[src/rtl/alu_8bit.sv]
// alu_8bit: registered WIDTH-bit ALU with carry, zero and signed-overflow flags.
// Define ALU_EXT_OPS_EN to enable opcodes 1000-1111; otherwise they return zero.
module alu_8bit #(
    parameter int WIDTH = 8
) (
    input  logic             clk,
    input  logic             rst_n,
    input  logic [WIDTH-1:0] A,
    input  logic [WIDTH-1:0] B,
    input  logic [3:0]       sel,
    output logic [WIDTH-1:0] Y,
    output logic             carry_out,
    output logic             zero,
    output logic             overflow
);
    localparam int M = WIDTH - 1;
    logic [WIDTH-1:0] y_d;
    logic             c_d;
    logic             v_d;
    logic [WIDTH:0]   sum;
    logic [WIDTH:0]   dif;
    assign sum = {1'b0, A} + {1'b0, B};
    // the extra top bit of the widened difference is the unsigned borrow
    assign dif = {1'b0, A} - {1'b0, B};
    always_comb begin
        y_d = '0;
        c_d = 1'b0;
        v_d = 1'b0;
        case (sel)
            4'h0: begin
                {c_d, y_d} = sum;
                v_d = (A[M] == B[M]) && (sum[M] != A[M]);
            end
            4'h1: begin
                {c_d, y_d} = dif;
                v_d = (A[M] != B[M]) && (dif[M] != A[M]);
            end
            4'h2: y_d = A & B;
            4'h3: y_d = A | B;
            4'h4: y_d = A ^ B;
            4'h5: y_d = ~A;
            4'h6: begin
                y_d = {A[M-1:0], 1'b0};
                c_d = A[M];
            end
            4'h7: begin
                y_d = {1'b0, A[M:1]};
                c_d = A[0];
            end
`ifdef ALU_EXT_OPS_EN
            4'h8: begin
                y_d = {A[M-1:0], A[M]};
                c_d = A[M];
            end
            4'h9: begin
                y_d = {A[0], A[M:1]};
                c_d = A[0];
            end
            4'hA: begin
                {c_d, y_d} = {1'b0, A} + (WIDTH+1)'(1);
                v_d = A == {1'b0, {M{1'b1}}};
            end
            4'hB: begin
                y_d = A - WIDTH'(1);
                c_d = A == '0;
                v_d = A == {1'b1, {M{1'b0}}};
            end
            4'hC: begin
                y_d = {A[M], A[M:1]};
                c_d = A[0];
            end
            4'hD: y_d = A;
            4'hE: y_d = B;
            4'hF: y_d = {{M{1'b0}}, $signed(A) < $signed(B)};
`endif
            default: ;
        endcase
    end
    always_ff @(posedge clk) begin
        if (!rst_n) begin
            Y         <= '0;
            carry_out <= 1'b0;
            overflow  <= 1'b0;
            zero      <= 1'b1;
        end else begin
            Y         <= y_d;
            carry_out <= c_d;
            overflow  <= v_d;
            zero      <= y_d == '0;
        end
    end
endmodule

[config.mk]
export PLATFORM = sky130hd
export DESIGN_NAME = alu_8bit
export DESIGN_NICKNAME = d
export VERILOG_FILES = /design/src/rtl/alu_8bit.sv
export SDC_FILE = /design/constraint.sdc
export NUM_CORES = 1
export LEC_CHECK = 0
export ABC_AREA = 1
export BUFFER_PORTS_ARGS = -buffer_cell sky130_fd_sc_hd__buf_2
export CAP_MARGIN = 10
export CORE_MARGIN = 2
export CORE_UTILIZATION = 55
export CTS_CLUSTER_DIAMETER = 30
export DETAILED_ROUTE_END_ITERATION = 16
export PLACE_DENSITY = 0.79
export SETUP_SLACK_MARGIN = 0.02
export SKIP_LAST_GASP = 1
export SLEW_MARGIN = 10
export SYNTH_ARGS = -nofsm -noshare
export SYNTH_HDL_FRONTEND = slang
export SYNTH_SLANG_ARGS = --single-unit
export TNS_END_PERCENT = 30
[constraint.sdc]
create_clock -name clk -period 2.4 [get_ports clk]
set_input_delay 0.12 -clock clk [delete_from_list [all_inputs] [get_ports clk]]
set_output_delay 0.12 -clock clk [all_outputs]
set_load 0.01 [all_outputs]
==> results of run 1 <==
## power breakdown
part           leakage (µW)  internal (µW)  switching, µW
sequential        0.0000902            195           2.43
clock             0.0000150           64.1           54.8
combinational       0.00109            112            210
total               0.00120            371            267
## through the flow
| stage | hold slack, ps | std cells | setup WS, ps |
|---|---|---|---|
| detailed placement | 322 | 386 | 533 |
| finish | 54.7 | 390 | 803 |
| global placement | 325 | 386 | 511 |
| global route | 55.5 | 390 | 591 |
| floorplan | 189 | 314 | 845 |
| CTS | 46.7 | 390 | 805 |
## critical path, cell delays in order
cell     delay (ps)
buf_2           110
inv_1            70
ha_1            240
fa_1            420
xor2_1          160
a21oi_1         150
nand2_1          70
nor2_2          150
nand2_1          70
nor2_1          100
nand3_1          80
nand2_1          50
## state kept, by name, summed over array words and instances (netlist names)
signal     count
carry_out      1
zero           1
overflow       1
Y              8
## final cells by class
type                       count  area [µm²]  area share
clock buffer                   4        26.3      0.0131
multi-input combinational    238        1320       0.656
tap                           44        55.1      0.0274
inverter                      61         229       0.114
timing repair buffer          32         160      0.0798
sequential                    11         220       0.110
## cells in the final DEF (no fill, tap or decap)
cell type and count:
nand2_1 91, inv_1 54, nand3_1 40, nor2_1 33, buf_2 32, ha_1 25, dfxtp_1 11, a21oi_1 9
nand4_1 8, inv_2 6, nor2_2 4, nand2_2 4, a31oi_1 4, nand3b_1 4, o21ai_0 3, clkbuf_4 3
xor2_1 2, o22ai_1 2, fa_1 2, clkinv_1 1, nor2_4 1, o21ai_1 1, or2_1 1, o21bai_1 1
and2_1 1, o211ai_2 1, nor3_1 1, clkbuf_1 1
## logic make-up after synthesis
logic type                 after synthesis  synth area share
and+or+nand+nor                        188             0.459
adders and majority gates               27             0.197
xor gates and xnor gates                 2           0.00976
DFF                                     11             0.123
buffers and inverters                   65             0.144
AOI/OAI and AO/OA                       21            0.0683
## path summary, 6_finish.rpt
kind	end	slack, ps
hold / removal	zero	50
setup / recovery	zero	800
## metal layers
| layer | share of wire | vias to the layer above |
|---|---|---|
| li1 | - | 1046 |
| met1 | 0.45 | 864 |
| met2 | 0.45 | 101 |
| met3 | 0.079 | 8 |
| met4 | 0.013 | 0 |
| met5 | 0 | - |
==> flow_metrics.py, run 1 <==
metrics = {
    "layout": {
        "synthToLayoutAreaGrowth_pct": 11.8,
        "fillers": 306,
        "final_util": 0.652,
        "final_nets": 396,
        "drive_above_1_share": 0.147,
        "final_area_mm2": 0.00201,
        "insertedDiodeCount": 0,
    },
    "grt": {
        "gr-usage-met2": 0.450,
        "use_met3": 0.00420,
        "grt_max_degree": 10,
        "grt_pass1_wl_um": 7770,
        "antenna_found_initial": 0,
        "use_met1": 0.395,
        "grt_pass1_vias": 1690,
        "grt_overflow_total": 0,
        "grt_usage": 0.275,
        "top_usage_layer": "met2",
    },
    "die": {
        "die_y_um": 61.1,
        "core-area_mm2": 0.00308,
        "pin_count": 33,
        "placement_rows": 20,
        "die_width_um": 61.1,
        "initial_utilization": 0.583,
        "dieArea_mm2": 0.00374,
    },
    "cts": {
        "htree_levels": 1,
        "cts_buffer_depth": 2,
        "cts_hold_buf": 0,
        "path_clk_slew_ps": 60,
        "cts_tree": "done",
        "postCtsSetupBuffers": 0,
        "cts_made_buffers": 3,
        "cts_sinks": 11,
        "root_buffer": "clkbuf_4",
        "cts_resized": 0,
    },
    "timing": {
        "fmax_mhz": 626,
        "finalCritPeriodShare": 0.666,
        "slew_headroom": 0.726,
        "setup_viol": 0,
        "hold_violations": 0,
        "setup-tns-final_ps": 0,
        "rsz0062_at_grt": "no",
        "slew_violations": 0,
        "worstMarginPinSlew_ps": 410,
        "min_period_ps": 1600,
    },
    "pwr": {
        "peakVddDrop_mv": 0.116,
        "leakagePower_uw": 0.00120,
        "p_per_area_mw_per_mm2": 318,
        "finalPower_uw": 638,
    },
    "run_status": {
        "outcome": "finished, final reports clean",
    },
    "drt": {
        "drcViolationCount": 0,
        "drt-initial-drc-count": 174,
        "wl_per_cell_um": 12.3,
        "routed_wl_um": 4810,
        "viasPerCell": 5.18,
        "num_vias": 2019,
        "firstDrtPassIters": 5,
        "antenna_left": 0,
    },
    "logic_synthesis": {
        "netlist.top_cell.by_area": "nand2_1",
        "async_flop_share": 0,
        "yosys.cell_count.top_type": "nand2_1",
        "synth-edff-count": 0,
        "synthDistinctLibCells": 28,
        "synthCells": 314,
        "yosys_most_used_dff": "dfxtp_1",
        "yosys_warnings": 0,
        "netlist_top_cells_area": "nand2_1, ha_1, dfxtp_1",
        "syn-cell-area_mm2": 0.00180,
        "ys_seq_area_frac": 0.123,
        "ys_ff_latch": 11,
        "synth_top_area_share": 0.190,
        "avgSynthCellArea_um2": 5.72,
        "synthTopCellsByCount": "nand2_1, inv_1, nand3_1",
        "mappedNetlistNets": 363,
    },
    "placement": {
        "port_buffers": 32,
        "gp_congestion": 0.979,
        "hpwl_um": 3940,
        "place_area_mm2": 0.00198,
    },
    "setup_path": {
        "cp_max_fo": 4,
        "worstSetupPathType": "primary input to register",
        "startpoint": "A[0]",
        "startpoint_type": "primary input",
        "critical_path.endpoint_type": "register",
        "arrival_ps": 1800,
        "required_ps": 2610,
    },
    "min_path": {
        "min-delay-start": "rst_n",
        "hold_path.class": "primary input to register",
        "holdPathStages": 2,
    },
    "run": {
        "cap_viol_max_count": 0,
    },
}
Power figures use the tool's default switching activity.
==> run 2: changes to the inputs <==
CORE_UTILIZATION = 51   (was 55)
PLACE_DENSITY = 0.77   (was 0.79)
clock period = 1.4 ns   (was 2.4 ns; I/O delays follow)
==> run 2 against run 1 <==
Against the previous run:
- the flow now finishes with violations (negative setup slack)
- power increased by 110%
- global-route usage increased by 1.1 points
- non-clock buffer count is 60 higher
- clock power increased by 89%
- first-iteration DRC count decreased by 18%
- via count increased by 13%
- sequential share of layout area shrank 2.4 points
- design area is 28% higher
- core utilization increased by 11 points
- hold slack lost 44 ps
- largest cell class unchanged
==> flow_metrics.py, run 2 (same netlist as run 1, synthesis figures left out) <==
metrics = {
    "run_status": {
        "outcome": "finished, violations left",
        "violations": "negative setup slack",
    },
    "die": {
        "initial_utilization": 0.534,
        "die_width_um": 63.3,
        "dieArea_mm2": 0.00401,
        "pin_count": 33,
        "core-area_mm2": 0.00336,
        "die_y_um": 63.3,
        "placement_rows": 21,
    },
    "drt": {
        "viasPerCell": 5.06,
        "num_vias": 2286,
        "wl_per_cell_um": 12.0,
        "antenna_left": 0,
        "drcViolationCount": 0,
        "firstDrtPassIters": 4,
        "routed_wl_um": 5410,
        "drt-initial-drc-count": 143,
    },
    "grt": {
        "grt_pass1_wl_um": 9350,
        "grt_pass1_vias": 2172,
        "antenna_found_initial": 0,
        "grt_max_degree": 10,
        "grt_overflow_total": 0,
        "grt_usage": 0.286,
    },
    "layout": {
        "regMostFlops": "Y",
        "fillers": 293,
        "seq_area_um2": 220,
        "final_common_cell": "nand2_1",
        "drive_above_1_share": 0.310,
        "synthToLayoutAreaGrowth_pct": 43.1,
        "largest_reg_flops": 8,
        "insertedDiodeCount": 0,
        "multi_input_area_mm2": 0.00140,
        "final_nets": 456,
        "stdcell_count": 452,
        "layout_common_cells": "nand2_1, buf_4, inv_1, nand3_1, nor2_1",
        "final_util": 0.764,
    },
    "timing": {
        "hold_violations": 0,
        "slew_violations": 0,
        "finalCritPeriodShare": 1.01,
        "worst_slack_ps": -16.8,
        "fmax_mhz": 706,
        "rsz0062_at_grt": "yes",
        "min_period_ps": 1420,
        "worstMarginPinSlew_ps": 360,
        "setup-tns-final_ps": -16.8,
        "slew_headroom": 0.760,
        "whs_ps": 10.5,
        "setup_viol": 1,
    },
    "setup_path": {
        "cpPeakStageDelay_ps": 390,
        "worstSetupPathType": "primary input to register",
        "cp_max_fo": 3,
        "crit_chain": "buf_8, ha_4, fa_2, nand2_2, nand3_2, buf_4, nand2_1, nand2_1, nand3_1, nand4_1, nor2_1, nand3_1, nand2_1",
        "required_ps": 1630,
        "critical_path.endpoint_type": "register",
        "arrival_ps": 1650,
        "startpoint_type": "primary input",
        "crit_path_frequent_cell": "nand2_1",
        "crit_slowest_cell": "fa_2",
    },
    "pwr": {
        "peakVddDrop_mv": 0.235,
        "leakagePower_uw": 0.00149,
        "p_per_area_mw_per_mm2": 518,
    },
    "placement": {
        "gp_congestion": 0.966,
        "dp.cells": 446,
        "hpwl_um": 4420,
        "port_buffers": 32,
    },
    "cts": {
        "root_buffer": "clkbuf_4",
        "cts_sinks": 11,
        "path_clk_slew_ps": 70,
        "cts_made_buffers": 3,
        "cts_tree": "done",
        "htree_levels": 1,
        "cts_hold_buf": 0,
        "cts_buffer_depth": 2,
    },
    "run": {
        "cap_viol_max_count": 0,
    },
    "min_path": {
        "hold_path.class": "primary input to register",
    },
}
-- run 2: cell count changes in the layout (fill, tap and decap cells not counted), moves of 3 or more --
cell     change
nand2_1      -3
ha_4         +4
nand2_2      +3
ha_1         -5
buf_4       +59
-- run 2: layout make-up --
class | instances | share of cell area
clock buffer | 4 | 0.0102
inverter | 61 | 0.0891
multi-input combinational | 238 | 0.544
tap | 46 | 0.0224
sequential | 11 | 0.0857
timing repair buffer | 92 | 0.249
-- run 2: worst max-delay path, delay by kind of cell --
family,cells,cell delay (ps)
fa+ha+maj,2,550
buf+inv,2,250
simple gates,9,750
-- run 2: final timing paths --
kind	start	to	slack, ps	depth (start not counted)
worst min-delay path	rst_n	zero	10	2
worst max-delay path	B[0]	zero	-20	13
-- run 2: stage by stage --
step / setup WS (ps) / total power [µW] / area, µm²
floorplan: 16.9 / 736 / 1820
global placement: -292 / 1040 / 2460
detailed placement: -359 / 1060 / 2460
CTS: 12.3 / 1290 / 2510
global route: -152 / 1430 / 2570
finish: -16.8 / 1330 / 2570
-- run 2: repair_timing --
item | CTS | global route
buffers inserted | 1 | 1
endpoints found under the setup margin | 2 | 8
gates resized for setup | 5 | 12
pin swaps | 5 | 11
-- run 2: layer usage --
metal / share of wire / track usage / vias up
li1: - / - / 1176
met1: 0.43 / 0.373 / 1004
met2: 0.48 / 0.497 / 92
met3: 0.068 / 0.0196 / 14
met4: 0.022 / 0.0951 / 0
met5: 0 / 0 / -
-- run 2: where the power goes --
part | total [µW] | switching, µW | internal (µW)
Clock | 225 | 114 | 111
Combinational | 767 | 414 | 353
Sequential | 339 | 4.40 | 334
Total | 1330 | 533 | 798
